===== config.mk =====
export PLATFORM = sky130hd
export DESIGN_NAME = button_event_dispatcher_flat
export DESIGN_NICKNAME = d
export VERILOG_FILES = /design/src/rtl/ui_button_pkg.sv /design/src/rtl/button_event_dispatcher_if.sv /design/src/rtl/button_event_fifo.sv /design/src/rtl/button_event_dispatcher.sv /design/src/flat_wrapper.sv
export SDC_FILE = /design/constraint.sdc
export NUM_CORES = 1
export LEC_CHECK = 0
export CAP_MARGIN = 5
export CORE_MARGIN = 2
export CORE_UTILIZATION = 55
export CTS_CLUSTER_SIZE = 24
export DETAILED_ROUTE_END_ITERATION = 8
export GPL_ROUTABILITY_DRIVEN = 0
export PLACE_DENSITY = 0.77
export SETUP_SLACK_MARGIN = 0.05
export SLEW_MARGIN = 20
export SYNTH_ARGS = -nofsm -noshare
export SYNTH_HDL_FRONTEND = slang
export SYNTH_HIERARCHICAL = 1
export SYNTH_SLANG_ARGS = --single-unit

===== constraint.sdc =====
create_clock -name clk -period 5 [get_ports clk]
set_input_delay 1 -clock clk [delete_from_list [all_inputs] [get_ports clk]]
set_output_delay 1 -clock clk [all_outputs]
set_load 0.1 [all_outputs]

===== src/rtl/ui_button_pkg.sv =====
// ui_button_pkg
// Shared definitions for the button event path: button codes, event kinds,
// sink IDs, the 8-bit queued entry layout and the dispatcher FSM states.
package ui_button_pkg;

  typedef logic [3:0] code_t;
  typedef logic [1:0] kind_t;
  typedef logic [1:0] sink_t;

  localparam code_t BTN_D0    = 4'd0;
  localparam code_t BTN_D1    = 4'd1;
  localparam code_t BTN_D2    = 4'd2;
  localparam code_t BTN_D3    = 4'd3;
  localparam code_t BTN_ENTER = 4'd4;
  localparam code_t BTN_LEFT  = 4'd5;
  localparam code_t BTN_RIGHT = 4'd6;
  localparam code_t BTN_UP    = 4'd7;
  localparam code_t BTN_DOWN  = 4'd8;

  localparam kind_t EVT_NONE    = 2'd0;
  localparam kind_t EVT_PRESS   = 2'd1;
  localparam kind_t EVT_REPEAT  = 2'd2;
  localparam kind_t EVT_RELEASE = 2'd3;

  localparam sink_t SINK_DIAL = 2'd0;
  localparam sink_t SINK_MENU = 2'd1;
  localparam sink_t SINK_CALL = 2'd2;
  localparam sink_t SINK_VOL  = 2'd3;

  // Entry layout {sink[7:6], code[5:2], kind[1:0]}
  typedef struct packed {
    sink_t sink;
    code_t code;
    kind_t kind;
  } evt_entry_t;

  typedef enum logic [1:0] {
    S_IDLE,
    S_HELD,
    S_REPEAT
  } state_t;

  // Button level bit position to button code; bit 8 is button0, bit 0 is down.
  function automatic code_t code_of(input logic [8:0] onehot);
    code_t c;
    case (onehot)
      9'b1_0000_0000: c = BTN_D0;
      9'b0_1000_0000: c = BTN_D1;
      9'b0_0100_0000: c = BTN_D2;
      9'b0_0010_0000: c = BTN_D3;
      9'b0_0001_0000: c = BTN_ENTER;
      9'b0_0000_1000: c = BTN_LEFT;
      9'b0_0000_0100: c = BTN_RIGHT;
      9'b0_0000_0010: c = BTN_UP;
      9'b0_0000_0001: c = BTN_DOWN;
      default:        c = BTN_D0;
    endcase
    return c;
  endfunction

endpackage


===== src/rtl/button_event_dispatcher_if.sv =====
// button_event_dispatcher_if
// Event delivery bus from the dispatcher to the four UI sinks.
//   evt_valid  [3:0] one-hot, bit n = event offered to sink n
//   evt_ready  [3:0] per-sink accept
//   evt_code   [3:0] button code of the offered event
//   evt_kind   [1:0] press / repeat / release
// master: dispatcher side, slave: sink side.
interface button_event_dispatcher_if;
  logic [3:0] evt_valid;
  logic [3:0] evt_ready;
  logic [3:0] evt_code;
  logic [1:0] evt_kind;

  modport master (output evt_valid, output evt_code, output evt_kind, input evt_ready);
  modport slave  (input evt_valid, input evt_code, input evt_kind, output evt_ready);
endinterface


===== src/rtl/button_event_fifo.sv =====
// button_event_fifo
// Synchronous DEPTH x 8 event queue with combinational head read.
//   clk, reset   clock, synchronous active-high reset (flushes pointers)
//   push/wr_data enqueue request and entry; ignored when full unless popping
//   pop          dequeue the head entry
//   head         current head entry (undefined content when empty)
//   full, empty  occupancy flags
module button_event_fifo
  import ui_button_pkg::*;
#(
  parameter int DEPTH = 4
) (
  input  logic       clk,
  input  logic       reset,
  input  logic       push,
  input  evt_entry_t wr_data,
  input  logic       pop,
  output evt_entry_t head,
  output logic       full,
  output logic       empty
);

  localparam int AW = $clog2(DEPTH);

  // Pointers carry one extra wrap bit to tell full from empty.
  logic [AW:0] wr_ptr, rd_ptr;
  evt_entry_t  mem [DEPTH];
  logic        do_push, do_pop;

  assign empty   = (wr_ptr == rd_ptr);
  assign full    = (wr_ptr[AW] != rd_ptr[AW]) && (wr_ptr[AW-1:0] == rd_ptr[AW-1:0]);
  assign do_pop  = pop && !empty;
  assign do_push = push && (!full || do_pop);
  assign head    = mem[rd_ptr[AW-1:0]];

  always_ff @(posedge clk) begin
    if (reset) begin
      wr_ptr <= '0;
      rd_ptr <= '0;
    end else begin
      if (do_push) wr_ptr <= wr_ptr + (AW+1)'(1);
      if (do_pop)  rd_ptr <= rd_ptr + (AW+1)'(1);
    end
  end

  always_ff @(posedge clk) begin
    if (do_push) mem[wr_ptr[AW-1:0]] <= wr_data;
  end

endmodule


===== src/rtl/button_event_dispatcher.sv =====
// button_event_dispatcher
// Converts one-hot button levels into press / auto-repeat / release events,
// queues them with the focus owner captured at enqueue, and offers the head
// entry to that sink over a valid/ready handshake.
//   clk, reset    clock, synchronous active-high reset
//   button_in     9-bit button levels, at most one high
//   focus_in      new focus owner, loaded on focus_load
//   evt           event bus (master modport)
//   overflow      sticky, set when an event is dropped on a full queue
//   overflow_clr  clears overflow (a same-cycle drop wins)
//
// state    | meaning
// ---------+-------------------------------------------------------
// S_IDLE   | no button latched, waiting for a valid press
// S_HELD   | button latched, counting down to the first repeat
// S_REPEAT | button latched, counting down between repeats
module button_event_dispatcher
  import ui_button_pkg::*;
#(
  parameter int HOLD_CYCLES   = 13_500_000,
  parameter int REPEAT_CYCLES = 2_700_000,
  parameter int FIFO_DEPTH    = 4
) (
  input  logic                         clk,
  input  logic                         reset,
  input  logic [8:0]                   button_in,
  input  logic [1:0]                   focus_in,
  input  logic                         focus_load,
  button_event_dispatcher_if.master    evt,
  output logic                         overflow,
  input  logic                         overflow_clr
);

  localparam int MAX_CYCLES = (HOLD_CYCLES > REPEAT_CYCLES) ? HOLD_CYCLES : REPEAT_CYCLES;
  localparam int CW         = $clog2(MAX_CYCLES);

  logic [8:0]    button_q, latched_q, latched_d;
  state_t        state_q, state_d;
  logic [CW-1:0] cnt_q, cnt_d;
  sink_t         focus_q;
  logic          push, pop, drop, full, empty;
  code_t         push_code;
  kind_t         push_kind;
  evt_entry_t    push_entry, head;

  always_ff @(posedge clk) begin
    if (reset) begin
      button_q  <= '0;
      latched_q <= '0;
      state_q   <= S_IDLE;
      cnt_q     <= '0;
      focus_q   <= SINK_DIAL;
      overflow  <= 1'b0;
    end else begin
      // Contention leaking through as several bits is treated as no button.
      button_q  <= ((button_in & (button_in - 9'd1)) == 9'd0) ? button_in : 9'd0;
      latched_q <= latched_d;
      state_q   <= state_d;
      cnt_q     <= cnt_d;
      if (focus_load) focus_q <= focus_in;
      if (drop)              overflow <= 1'b1;
      else if (overflow_clr) overflow <= 1'b0;
    end
  end

  always_comb begin
    state_d   = state_q;
    cnt_d     = cnt_q;
    latched_d = latched_q;
    push      = 1'b0;
    push_kind = EVT_NONE;
    push_code = code_of(latched_q);
    case (state_q)
      S_IDLE: begin
        if (button_q != 9'd0) begin
          push      = 1'b1;
          push_kind = EVT_PRESS;
          push_code = code_of(button_q);
          latched_d = button_q;
          cnt_d     = CW'(HOLD_CYCLES - 1);
          state_d   = S_HELD;
        end
      end
      default: begin
        // Release wins over a repeat falling due in the same cycle.
        if (button_q != latched_q) begin
          push      = 1'b1;
          push_kind = EVT_RELEASE;
          state_d   = S_IDLE;
        end else if (cnt_q == '0) begin
          push      = 1'b1;
          push_kind = EVT_REPEAT;
          cnt_d     = CW'(REPEAT_CYCLES - 1);
          state_d   = S_REPEAT;
        end else begin
          cnt_d     = cnt_q - CW'(1);
        end
      end
    endcase
  end

  assign push_entry = '{sink: focus_q, code: push_code, kind: push_kind};
  assign drop       = push && full && !pop;

  button_event_fifo #(.DEPTH(FIFO_DEPTH)) u_fifo (
    .clk     (clk),
    .reset   (reset),
    .push    (push),
    .wr_data (push_entry),
    .pop     (pop),
    .head    (head),
    .full    (full),
    .empty   (empty)
  );

  // Ready from sinks other than the head's target cannot pop.
  assign evt.evt_valid = empty ? 4'b0000 : (4'b0001 << head.sink);
  assign evt.evt_code  = empty ? 4'd0 : head.code;
  assign evt.evt_kind  = empty ? 2'd0 : head.kind;
  assign pop           = |(evt.evt_valid & evt.evt_ready);

endmodule


===== src/flat_wrapper.sv =====
// flat-port wrapper written by rule: the top's interface ports become plain ports
module button_event_dispatcher_flat import ui_button_pkg::*;
#(
  parameter int HOLD_CYCLES   = 13_500_000,
  parameter int REPEAT_CYCLES = 2_700_000,
  parameter int FIFO_DEPTH    = 4
)
  (clk, reset, button_in, focus_in, focus_load, overflow, overflow_clr, evt_evt_valid, evt_evt_code, evt_evt_kind, evt_evt_ready);
  button_event_dispatcher_if evt_i ();
  input  logic clk;
  input  logic reset;
  input  logic [8:0] button_in;
  input  logic [1:0] focus_in;
  input  logic focus_load;
  output logic overflow;
  input  logic overflow_clr;
  output wire logic [$bits(evt_i.evt_valid)-1:0] evt_evt_valid;
  output wire logic [$bits(evt_i.evt_code)-1:0] evt_evt_code;
  output wire logic [$bits(evt_i.evt_kind)-1:0] evt_evt_kind;
  input wire logic [$bits(evt_i.evt_ready)-1:0] evt_evt_ready;
  assign evt_evt_valid = evt_i.evt_valid;
  assign evt_evt_code = evt_i.evt_code;
  assign evt_evt_kind = evt_i.evt_kind;
  assign evt_i.evt_ready = evt_evt_ready;
  button_event_dispatcher #(.HOLD_CYCLES(HOLD_CYCLES), .REPEAT_CYCLES(REPEAT_CYCLES), .FIFO_DEPTH(FIFO_DEPTH)) u_core (.clk(clk), .reset(reset), .button_in(button_in), .focus_in(focus_in), .focus_load(focus_load), .evt(evt_i), .overflow(overflow), .overflow_clr(overflow_clr));
endmodule

# Word level (Yosys, flattened, before mapping)
# Memory sizes are Yosys's and may differ from the RTL's. A register that Yosys moved wholly into a read port is not among the register bits.
# Cells that the tools add are included.
dict set report op_classes {
  add_sub_neg 4
  eq_ne 22
  shift 1
  n_mux 29
  bitwise 3
  n_reduce_logical 20
}
# operator n
set ops {}
lappend ops {{24-bit two-way mux} 4}
lappend ops {{4-bit one-hot mux with 8 select lines} 2}
lappend ops {{24-bit logical NOT} 1}
lappend ops {{24-bit by 1-bit subtractor with 24-bit output (second input constant)} 1}
lappend ops {{2-bit two-way mux} 10}
lappend ops {{9-bit by 1-bit == test with 1-bit output (second input constant)} 2}
lappend ops {{9-bit by 2-bit == test with 1-bit output (second input constant)} 2}
lappend ops {{9-bit by 3-bit == test with 1-bit output (second input constant)} 2}
lappend ops {{9-bit by 4-bit == test with 1-bit output (second input constant)} 2}
lappend ops {{9-bit by 5-bit == test with 1-bit output (second input constant)} 2}
lappend ops {{9-bit by 6-bit == test with 1-bit output (second input constant)} 2}
lappend ops {{9-bit by 7-bit == test with 1-bit output (second input constant)} 2}
lappend ops {{9-bit by 8-bit == test with 1-bit output (second input constant)} 2}
lappend ops {{4-bit two-way mux} 4}
lappend ops {{9-bit bitwise AND} 1}
lappend ops {{9-bit logical NOT} 1}
lappend ops {{1-bit two-way mux} 9}
lappend ops {{9-bit != test} 1}
lappend ops {{9-bit nonzero test} 1}
lappend ops {{9-bit by 1-bit subtractor with 9-bit output (second input constant)} 1}
lappend ops {{3-bit by 1-bit adder with 3-bit output (second input constant)} 2}
lappend ops {{2-bit AND reduction} 3}
lappend ops {{1-bit logical AND} 5}
lappend ops {{4-bit bitwise AND} 1}
lappend ops {{other kinds (14)} 16}
dict set report word_totals {
  register_bits 53
  ram_bits 32
  in_bits 19
  out_inout_bits 11
  elab_cells 88
  n_memories 1
}
# memory depth width rd rd_clocked_by_memory_dff wr line
set mem_list {}
lappend mem_list {u_core.u_fifo.mem 4 8 1 1 1 button_event_fifo.sv:27} ;# evt_entry_t mem [DEPTH];

# Longest topological paths before layout
# Gate-level depths: netlist of run 1.
dict set report logic_depth {
  depth_word 9
  ltp_mapped 10
  ltp_nobuf 9
}

# By module
# Netlist of run 1, hierarchy kept.
# module instances cells_per_inst area_per_inst_um2 seq_area_each_um2
set modules_own_cells {}
lappend modules_own_cells {button_event_dispatcher 1 353 2803.9 940.9}
lappend modules_own_cells {button_event_fifo 1 97 1699.1 1121.1}

# Worst setup path after synthesis of run 1
# No wires, ideal clock.
dict set report synth_timing {
  kind {flip-flop to output port}
  startpoint {reg with a tool-made name}
  endpoint {out evt_evt_valid[2]}
  arrival_time_ns 3.358
  required_time_ns 4.000
  slack_ns 0.642
  path_stages_with_launch 4
  n_path_buf 1
  path_cell_list {dfxtp_1 -> buf_2 -> mux4_2 -> nor3b_1}
}
# element line
set synth_rtl {}
lappend synth_rtl {{end: declaration} flat_wrapper.sv:17} ;# output wire logic [$bits(evt_i.evt_valid)-1:0] evt_evt_valid;

==> flow_metrics.tcl, run 1 <==
set metrics [dict create \
    setup_slack_ns 0.9504 \
    detailedRoute.firstIterationViolations 168 \
    synth.net_count 476 \
    hold_violations 0 \
    hold_path_depth 2 \
    clkSlewWorstSetupHoldPaths_ns 0.08 \
    min_path_type "reg2reg" \
    worst-endpoint-arrival_ns 3.05 \
    p_leak_nw 1.698 \
    die_h_um 94.49 \
    global_route.usage.total_pct 21.06 \
    maxSlewHeadroom_pct 34.34 \
    placement.io_buffers 29 \
    postCtsSetupRepairBufs 0 \
    fp.dieArea_sq_mm 0.008927 \
    drt.antenna.violating_nets 0 \
    final_max_slew_viol_count 0 \
    hold_start "u_core/cnt_q[14]" \
    setup_tns_ns 0 \
    drc_errors 0 \
    floorplan.core_area_sq_mm 0.008093 \
    critical-path-max-stage-delay_ns 1.18 \
    finish.net_count 489 \
    rr_endpoint "u_core/u_fifo/mem[1][1]" \
    crit_path_end_kind "primary output" \
    postSynthRegisterBits 87 \
    critical_path.n_buffers_inverters 1 \
    cts_tree "yes" \
    r2r_cells 8 \
    crit_path_cells "mux4_2 > nor3b_1 > clkdlybuf4s50_1" \
    cts.sinks 87 \
    critical_path_peak_fanout 8 \
    number_of_hold_repair_buffers_added_at_the_cts_stage 0 \
    grt_pass1_wl_um 14660 \
    timing.critical_path.slowest_stage_cell "clkdlybuf4s50_1" \
    cap_violations 0 \
    initial_core_util_pct 55.64 \
    worst_r2r_startpoint "u_core/cnt_q[4]" \
    number_of_global_route_vias_before_repair 3123 \
    synth.lib_cells_used.distinct 67 \
    synth_area_sq_mm 0.004503 \
    setup.worst_path.start_class "flip-flop" \
    syn_avg_cell_area_sq_um 10.01 \
    ys_top_cells_by_area "dfxtp_1 24%, edfxtp_1 21%, mux4_2 4.5%" \
    timing.setup.critical_path_class "reg2out" \
    row_count 33 \
    synth-async-reset-ratio_pct 0 \
    worst_clock_skew_ns 0.005523 \
    fmaxAchievable_ghz 0.2469 \
    dieWidth_um 94.49 \
    power_density_normalized_to_cell_area_mw_per_mm2 334.1 \
    r2r_slack_ns 1.67 \
    fin_crit_sh_pct 80.99 \
    areaGrowthSynthToFinish_pct 10.86 \
    grt_overflow_total 0 \
    hold_path_endpoint "u_core/cnt_q[14]" \
    synth_enable_flop_cells 32 \
    clk-insertion-delay-late_ns 0.35 \
    outcome "completed" \
    synth_cells 450 \
    critical_path_s_top_delay_family "buffers and inverters" \
    worst-endpoint-required_ns 4.00 \
    wl_um 8895 \
    antennaDiodeCount 0 \
    synth-main-ff-cell "dfxtp_1" \
    cts.path.max_buffers 2 \
    fillers 675 \
    hpwlAfterDp_um 6163 \
    rsz_0062_raised_after_global_routing "false" \
    fin_crit_ns 4.050 \
    share_of_synthesized_area_occupied_by_flip_flops_and_latches_pct 45.79 \
    worst_pin_slew_ns 0.9849 \
    synthesis.yosys.warnings 6 \
    netlist.area_leader.share_pct 24.45 \
    timing.final.setup_violations 0 \
    clock_tree.root_cell "clkbuf_8" \
    boundaryPins 30 \
    cts-htree-levels 3 \
    numCtsBuffers 9 \
    routed_via_density 5.946 \
    route.detailed.wl_per_inst_um 15.52 \
    postCtsResizedCells 0 \
    pre_cts_ws_ns 1.287 \
    grt_max_degree 53 \
    via_count 3407 \
    drtPass1Iterations 6 \
    number_of_antenna_violations_at_the_first_check_in_global_routing 0 \
    fraction_of_final_layout_cells_with_drive_strength_greater_than_1_pct 9.402 \
    maximum_vdd_ir_drop_mv 0.1461 \
    netlist.top_cell.by_area "dfxtp_1" \
]
-- metrics by stage --
step / cell area, sq um / total power, mW / utilization, % / hold WS, ns / std cells
3_5_place_dp: 4802 / 1.209 / 59.34 / 0.4600 / 557
5_1_grt: 4992 / 1.752 / 61.69 / 0.4972 / 573
2_1_floorplan: 4503 / 1.112 / - / 0.4437 / 450
3_3_place_gp: 4802 / 1.200 / 59.34 / 0.4571 / 557
4_1_cts: 4992 / 1.676 / 61.69 / 0.4712 / 573
6_report: 4992 / 1.668 / 61.69 / 0.4785 / 573
-- synth_stat cells, types with 4 or more instances --
master / number
dfxtp_1: 55
nor2_1: 33
edfxtp_1: 32
nand2_1: 32
a21oi_1: 29
o21ai_0: 28
clkbuf_1: 21
and2_1: 15
nor3_1: 15
xnor2_1: 14
nor2b_1: 11
a31oi_1: 10
inv_1: 10
mux4_2: 9
ha_1: 7
nor4_1: 7
or3_1: 6
and3_1: 5
nand2b_1: 5
nand4_1: 5
o21a_1: 5
xor2_1: 5
a211o_1: 4
a211oi_1: 4
a311oi_1: 4
mux2i_1: 4
nand3_1: 4
nor3b_1: 4
or2_2: 4
-- cells by family (layout without fill, tap and decap cells) --
| group | after synthesis | after routing | synth area share (%) |
|---|---|---|---|
| flip-flops | 87 | 87 | 45.79 |
| AND/OR/NAND/NOR | 167 | 167 | 21.06 |
| multiplexers | 17 | 17 | 6.474 |
| buffers and inverters | 39 | 57 | 3.779 |
| XOR/XNOR | 22 | 22 | 4.779 |
| AO/OA/AOI/OAI | 109 | 109 | 15.73 |
| adder cells (fa/ha/maj) | 9 | 9 | 2.389 |
-- layout make-up --
| type | instances | area (sq um) | area share (%) |
|---|---|---|---|
| timing repair buffer | 31 | 300.3 | 6.015 |
| clock inverter | 5 | 58.81 | 1.178 |
| sequential | 87 | 2062 | 41.30 |
| multi-input combinational | 324 | 2271 | 45.49 |
| tap | 105 | 131.4 | 2.632 |
| clock buffer | 11 | 131.4 | 2.632 |
| inverter | 10 | 37.54 | 0.7519 |
-- worst max-delay path by stage --
stage,start,end,cells after the start,slack [ns]
after global placement,flip-flop,evt_evt_valid[2],3,1.38
after detailed placement,flip-flop,evt_evt_valid[2],3,1.29
after CTS,flip-flop,evt_evt_valid[2],3,0.89
final,flip-flop,evt_evt_valid[2],3,0.95
after global routing,flip-flop,evt_evt_valid[2],3,0.81
after floorplan,flip-flop,evt_evt_valid[2],3,0.64
-- routing by layer --
metal | up-vias | GRT usage [%] | share of wire, %
met1 | 1623 | 27.03 | 46
met2 | 86 | 34.70 | 49
met3 | 9 | 4.389 | 3.9
li1 | 1689 | - | -
met4 | 0 | 8.937 | 1.7
met5 | - | 0 | 0
-- power by group --
part | total (mW) | internal, mW | switching (mW)
Clock | 0.467 | 0.231 | 0.236
Combinational | 0.427 | 0.148 | 0.279
Sequential | 0.774 | 0.752 | 0.0226
-- cells in the final DEF, fill, tap and decap left out, types with 5 or more instances in the layout --
cell type,count
nor2_1,33
o21a_1,5
or3_1,6
dfxtp_1,55
nor3_1,15
edfxtp_1,32
a21oi_1,29
nand2b_1,5
nand2_1,32
xor2_1,5
nor2b_1,11
inv_1,10
and2_1,15
a31oi_1,10
ha_1,7
xnor2_1,14
nand4_1,5
mux4_2,9
clkdlybuf4s50_1,28
o21ai_0,28
and3_1,5
clkbuf_8,9
nor4_1,7
-- sequential cells by signal, indices dropped and copies added (netlist names), named ones only --
signal	flops
u_core/u_fifo/mem	32
u_core/cnt_q	24
u_core/latched_q	9
u_core/focus_q	2
u_core/u_fifo/wr_ptr	3
u_core/state_q	2
u_core/u_fifo/rd_ptr	3
u_core/overflow	1
u_core/button_q	9
-- tightest hold or removal path: stages, from the launching register on --
cell and delay, ns:
dfxtp_1 0.31, o21ai_0 0.07, a21oi_1 0.06
Note: power is estimated with default switching activity, not from simulation.
==> run 2, diff against run 1 <==
--- a/config.mk
+++ b/config.mk
@@ -7,11 +7,11 @@
 export LEC_CHECK = 0
 export CAP_MARGIN = 5
 export CORE_MARGIN = 2
-export CORE_UTILIZATION = 55
+export CORE_UTILIZATION = 53
 export CTS_CLUSTER_SIZE = 24
 export DETAILED_ROUTE_END_ITERATION = 8
 export GPL_ROUTABILITY_DRIVEN = 0
-export PLACE_DENSITY = 0.77
+export PLACE_DENSITY = 0.78
 export SETUP_SLACK_MARGIN = 0.05
 export SLEW_MARGIN = 20
 export SYNTH_ARGS = -nofsm -noshare
==> constraint.sdc (replaced) <==
create_clock -name clk -period 3.4 [get_ports clk]
set_input_delay 0.68 -clock clk [delete_from_list [all_inputs] [get_ports clk]]
set_output_delay 0.68 -clock clk [all_outputs]
set_load 0.1 [all_outputs]
==> run 2 against run 1 <==
Global-route usage is 0.34 points higher; hold slack worse by 0.0051 ns; combinational power is 54% higher; clock-buffer cell count is 2 lower; critical path depth is 4 higher; power is 51% higher; cell count is 1.4% higher; clock power is 56% higher.
==> flow_metrics.tcl, run 2 (synthesized netlist as in run 1, its figures left out) <==
set metrics [dict create \
    outcome "completed" \
    antennaDiodeCount 0 \
    drc_errors 0 \
    finish.instance_area_sq_mm 0.005054 \
    postCtsSetupRepairBufs 0 \
    critical-path-max-stage-delay_ns 0.58 \
    clk-insertion-delay-late_ns 0.35 \
    fin_crit_ns 2.992 \
    clkSlewWorstSetupHoldPaths_ns 0.09 \
    initial_core_util_pct 54.80 \
    hold_violations 0 \
    fmaxAchievable_ghz 0.3342 \
    critical_path_peak_fanout 8 \
    die_h_um 96.18 \
    number_of_antenna_violations_at_the_first_check_in_global_routing 0 \
    placement.io_buffers 29 \
    detailed_place.area_sq_mm 0.004852 \
    wl_um 9598 \
    rsz_0062_raised_after_global_routing "false" \
    cts_tree "yes" \
    maxSlewHeadroom_pct 35.91 \
    numPlacedInstances 565 \
    fp.dieArea_sq_mm 0.009250 \
    numCtsBuffers 9 \
    number_of_global_route_vias_before_repair 3279 \
    clock_tree.root_cell "clkbuf_8" \
    areaGrowthSynthToFinish_pct 12.23 \
    r2r_cells 7 \
    number_of_hold_repair_buffers_added_at_the_cts_stage 0 \
    grt_pass1_wl_um 15280 \
    max_reg_flops 32 \
    setup_tns_ns 0 \
    route.detailed.wl_per_inst_um 16.52 \
    power_density_normalized_to_cell_area_mw_per_mm2 499.2 \
    setup.worst_path.start_class "flip-flop" \
    final_max_slew_viol_count 0 \
    cts.sinks 87 \
    worst_pin_slew_ns 0.9583 \
    cts.path.max_buffers 2 \
    postCtsResizedCells 0 \
    fin_crit_sh_pct 88.01 \
    setup_slack_ns 0.4075 \
    min_path_type "reg2reg" \
    hpwlAfterDp_um 6667 \
    timing.final.setup_violations 0 \
    maximum_vdd_ir_drop_mv 0.2302 \
    grt_max_degree 42 \
    routed_via_density 6.002 \
    detailedRoute.firstIterationViolations 144 \
    finish.net_count 497 \
    worst-endpoint-required_ns 3.41 \
    mostFrequentLayoutCell "dfxtp_1" \
    crit_path_cells "buf_4 > mux4_2 > mux4_2 > nor2b_1 > inv_1 > a41oi_2 > and2_1" \
    cts-htree-levels 3 \
    hold_path_depth 2 \
    cap_violations 0 \
    via_count 3487 \
    boundaryPins 30 \
    mostFrequentLayoutCells "55 x dfxtp_1, 33 x nor2_1, 32 x nand2_1, 32 x edfxtp_1, 29 x a21oi_1" \
    finish.cell_count_without_fillers 581 \
    dieWidth_um 96.18 \
    worst_clock_skew_ns 0.01230 \
    pre_cts_ws_ns 0.4056 \
    worst-endpoint-arrival_ns 3.01 \
    timing.setup.critical_path_class "reg2reg" \
    timing.critical_path.slowest_stage_cell "mux4_2" \
    drt.antenna.violating_nets 0 \
    fraction_of_final_layout_cells_with_drive_strength_greater_than_1_pct 14.08 \
    cp_common_cell "mux4_2" \
    row_count 33 \
    crit_path_end_kind "flip-flop" \
    global_route.usage.total_pct 21.40 \
    floorplan.core_area_sq_mm 0.008217 \
    p_leak_nw 1.770 \
    drtPass1Iterations 5 \
    grt_overflow_total 0 \
]
run 2: through the flow:
stage	util, %	hold slack [ns]	power [mW]
floorplan	-	0.4437	1.638
global placement	59.05	0.4575	1.790
detailed placement	59.05	0.4633	1.808
CTS	61.50	0.4779	2.530
global route	61.50	0.4976	2.636
finish	61.50	0.4733	2.523
run 2: worst paths after layout:
check,startpoint,to,slack [ns]
worst min-delay path,u_core/cnt_q[11],u_core/cnt_q[11],0.47
worst max register to register,flip-flop,u_core/u_fifo/mem[0][6],0.41
worst max-delay path,flip-flop,u_core/u_fifo/mem[0][6],0.41
worst min register to register,u_core/cnt_q[11],u_core/cnt_q[11],0.47
run 2: layout make-up:
cell class,count,area (sq um)
Sequential cell,87,2062
Timing Repair Buffer,39,335.3
Clock inverter,7,77.57
Multi-Input combinational cell,324,2286
Clock buffer,9,123.9
Tap cell,105,131.4
Fill cell,648,3163
Inverter,10,37.54
run 2: per-layer routing:
layer / up-vias / share of wire [%] / GRT usage, %
met5: - / 0 / 0
li1: 1698 / - / -
met1: 1660 / 44 / 27.67
met4: 0 / 1.3 / 7.381
met2: 117 / 50 / 35.94
met3: 12 / 5.0 / 3.994
run 2: critical path: cells and delay by family, from the launching register on:
kind | cells | cell delay [ns]
muxes | 2 | 0.83
and+or+nand+nor | 2 | 0.78
buffers and inverters | 2 | 0.38
DFF | 1 | 0.36
AOI/OAI and AO/OA | 1 | 0.31
run 2: power breakdown:
group          switching (mW)  leakage, nW  internal (mW)
combinational           0.425        0.933          0.231
clock                   0.380        0.101          0.347
sequential             0.0328        0.736           1.11
total                   0.838         1.77           1.68
==> run 3, diff against run 2 <==
--- a/config.mk
+++ b/config.mk
@@ -7,11 +7,11 @@
 export LEC_CHECK = 0
 export CAP_MARGIN = 5
 export CORE_MARGIN = 2
-export CORE_UTILIZATION = 53
+export CORE_UTILIZATION = 55
+export CTS_BUF_LIST = sky130_fd_sc_hd__clkbuf_2 sky130_fd_sc_hd__clkbuf_4 sky130_fd_sc_hd__clkbuf_8
 export CTS_CLUSTER_SIZE = 24
 export DETAILED_ROUTE_END_ITERATION = 8
-export GPL_ROUTABILITY_DRIVEN = 0
-export PLACE_DENSITY = 0.78
+export PLACE_DENSITY = 0.8
 export SETUP_SLACK_MARGIN = 0.05
 export SLEW_MARGIN = 20
 export SYNTH_ARGS = -nofsm -noshare
==> run 3 against run 2 <==
Power down 0.22%; combinational power fell by 2%; cell area barely moved; die area decreased by 3.5%; sequential share of layout area about the same; clock power grew 0.5%; register-to-register slack better by 0.06 ns; critical path type unchanged; critical endpoint is now u_core/u_fifo/mem[1][6]; largest cell class unchanged.
==> flow_metrics.tcl, run 3 (synthesized netlist as in run 1, its figures left out) <==
set metrics [dict create \
    outcome "completed" \
    timing.final.setup_violations 0 \
    setup.worst_path.start_class "flip-flop" \
    min_path_type "reg2reg" \
    final_max_slew_viol_count 0 \
    worst-endpoint-required_ns 3.41 \
    cts.sinks 87 \
    maxSlewHeadroom_pct 35.09 \
    row_count 33 \
    wl_um 9502 \
    worst_pin_slew_ns 0.9706 \
    boundaryPins 30 \
    hpwlAfterDp_um 6734 \
    critical_path_peak_fanout 8 \
    timing.setup.critical_path_class "reg2reg" \
    die_h_um 94.49 \
    worst-endpoint-arrival_ns 2.94 \
    cts.path.max_buffers 2 \
    maximum_vdd_ir_drop_mv 0.2263 \
    hold_violations 0 \
    fin_crit_sh_pct 86.17 \
    worst_clock_skew_ns 0.008857 \
    power_density_normalized_to_cell_area_mw_per_mm2 497.8 \
    cts-htree-levels 3 \
    number_of_global_route_vias_before_repair 3279 \
    fraction_of_final_layout_cells_with_drive_strength_greater_than_1_pct 14.08 \
    rsz_0062_raised_after_global_routing "false" \
    setup_tns_ns 0 \
    via_count 3524 \
    drt.antenna.violating_nets 0 \
    antennaDiodeCount 0 \
    postCtsSetupRepairBufs 0 \
    detailedRoute.firstIterationViolations 280 \
    fmaxAchievable_ghz 0.3413 \
    clkSlewWorstSetupHoldPaths_ns 0.09 \
    mostFrequentLayoutCells "55 x dfxtp_1, 33 x nor2_1, 32 x nand2_1, 32 x edfxtp_1, 29 x a21oi_1" \
    power_mw 2.517 \
    fin_crit_ns 2.930 \
    postCtsResizedCells 0 \
    p_leak_nw 1.771 \
    clk-insertion-delay-late_ns 0.35 \
    clock_tree.root_cell "clkbuf_8" \
    floorplan.core_area_sq_mm 0.008093 \
    gp_congestion 0.8866 \
    global_route.usage.total_pct 22.30 \
    placement.io_buffers 29 \
    cts_tree "yes" \
    cap_violations 0 \
    initial_core_util_pct 55.64 \
    number_of_antenna_violations_at_the_first_check_in_global_routing 0 \
    drtPass1Iterations 5 \
    numCtsBuffers 9 \
    max_reg_flops 32 \
    fp.dieArea_sq_mm 0.008927 \
    areaGrowthSynthToFinish_pct 12.28 \
    mostFrequentLayoutCell "dfxtp_1" \
    routed_via_density 6.065 \
    drc_errors 0 \
    finish.net_count 497 \
    crit_path_end_kind "flip-flop" \
    grt_overflow_total 0 \
    grt_pass1_wl_um 15460 \
    dieWidth_um 94.49 \
    number_of_hold_repair_buffers_added_at_the_cts_stage 0 \
    route.detailed.wl_per_inst_um 16.35 \
    grt_max_degree 39 \
]
run 3: cell counts in the layout (fill, tap and decap cells not counted):
Identical to the previous run, type by type.
run 3: area by class of cell:
class	instances	area (sq um)
Multi-Input combinational cell	324	2286
Sequential cell	87	2062
Clock inverter	7	80.08
Clock buffer	9	123.9
Tap cell	105	131.4
Inverter	10	37.54
Timing Repair Buffer	39	335.3
Fill cell	660	3037
run 3: power breakdown:
part / switching (mW) / internal, mW / total (mW)
clock: 0.382 / 0.350 / 0.732
combinational: 0.415 / 0.231 / 0.646
sequential: 0.0329 / 1.11 / 1.14
run 3: per-stage QoR:
| stage | util [%] | setup slack (ns) | hold slack (ns) | cell area [sq um] | instances |
|---|---|---|---|---|---|
| finish | 62.48 | 0.4701 | 0.4724 | 5056 | 581 |
| global route | 62.48 | 0.3382 | 0.4910 | 5056 | 581 |
| CTS | 62.48 | 0.4648 | 0.4723 | 5056 | 581 |
| detailed placement | 59.96 | 0.4871 | 0.4597 | 4852 | 565 |
| global placement | 59.96 | 0.5445 | 0.4623 | 4852 | 565 |
| floorplan | - | 0.3464 | 0.4437 | 4518 | 450 |
run 3: worst max-delay path, cell delays in order, from the launching register on:
cell     delay (ns)
dfxtp_1        0.35
buf_4          0.20
mux4_2         0.59
mux4_2         0.24
nor2b_1        0.30
inv_1          0.17
a41oi_2        0.31
and2_1         0.43
run 3: final timing paths:
kind,from,to,slack [ns],cells after the start
worst min register to register,u_core/cnt_q[14],u_core/cnt_q[14],0.47,2
worst max-delay path,flip-flop,u_core/u_fifo/mem[1][6],0.47,7
worst min-delay path,u_core/cnt_q[14],u_core/cnt_q[14],0.47,2
worst max register to register,flip-flop,u_core/u_fifo/mem[1][6],0.47,7
run 3: per-layer routing:
layer / up-vias / GRT usage [%] / wire (um)
met2: 146 / 37.20 / 4514
met5: - / 0 / 0
met3: 10 / 4.150 / 662
met1: 1665 / 29.36 / 4210
li1: 1703 / - / -
met4: 0 / 7.488 / 115
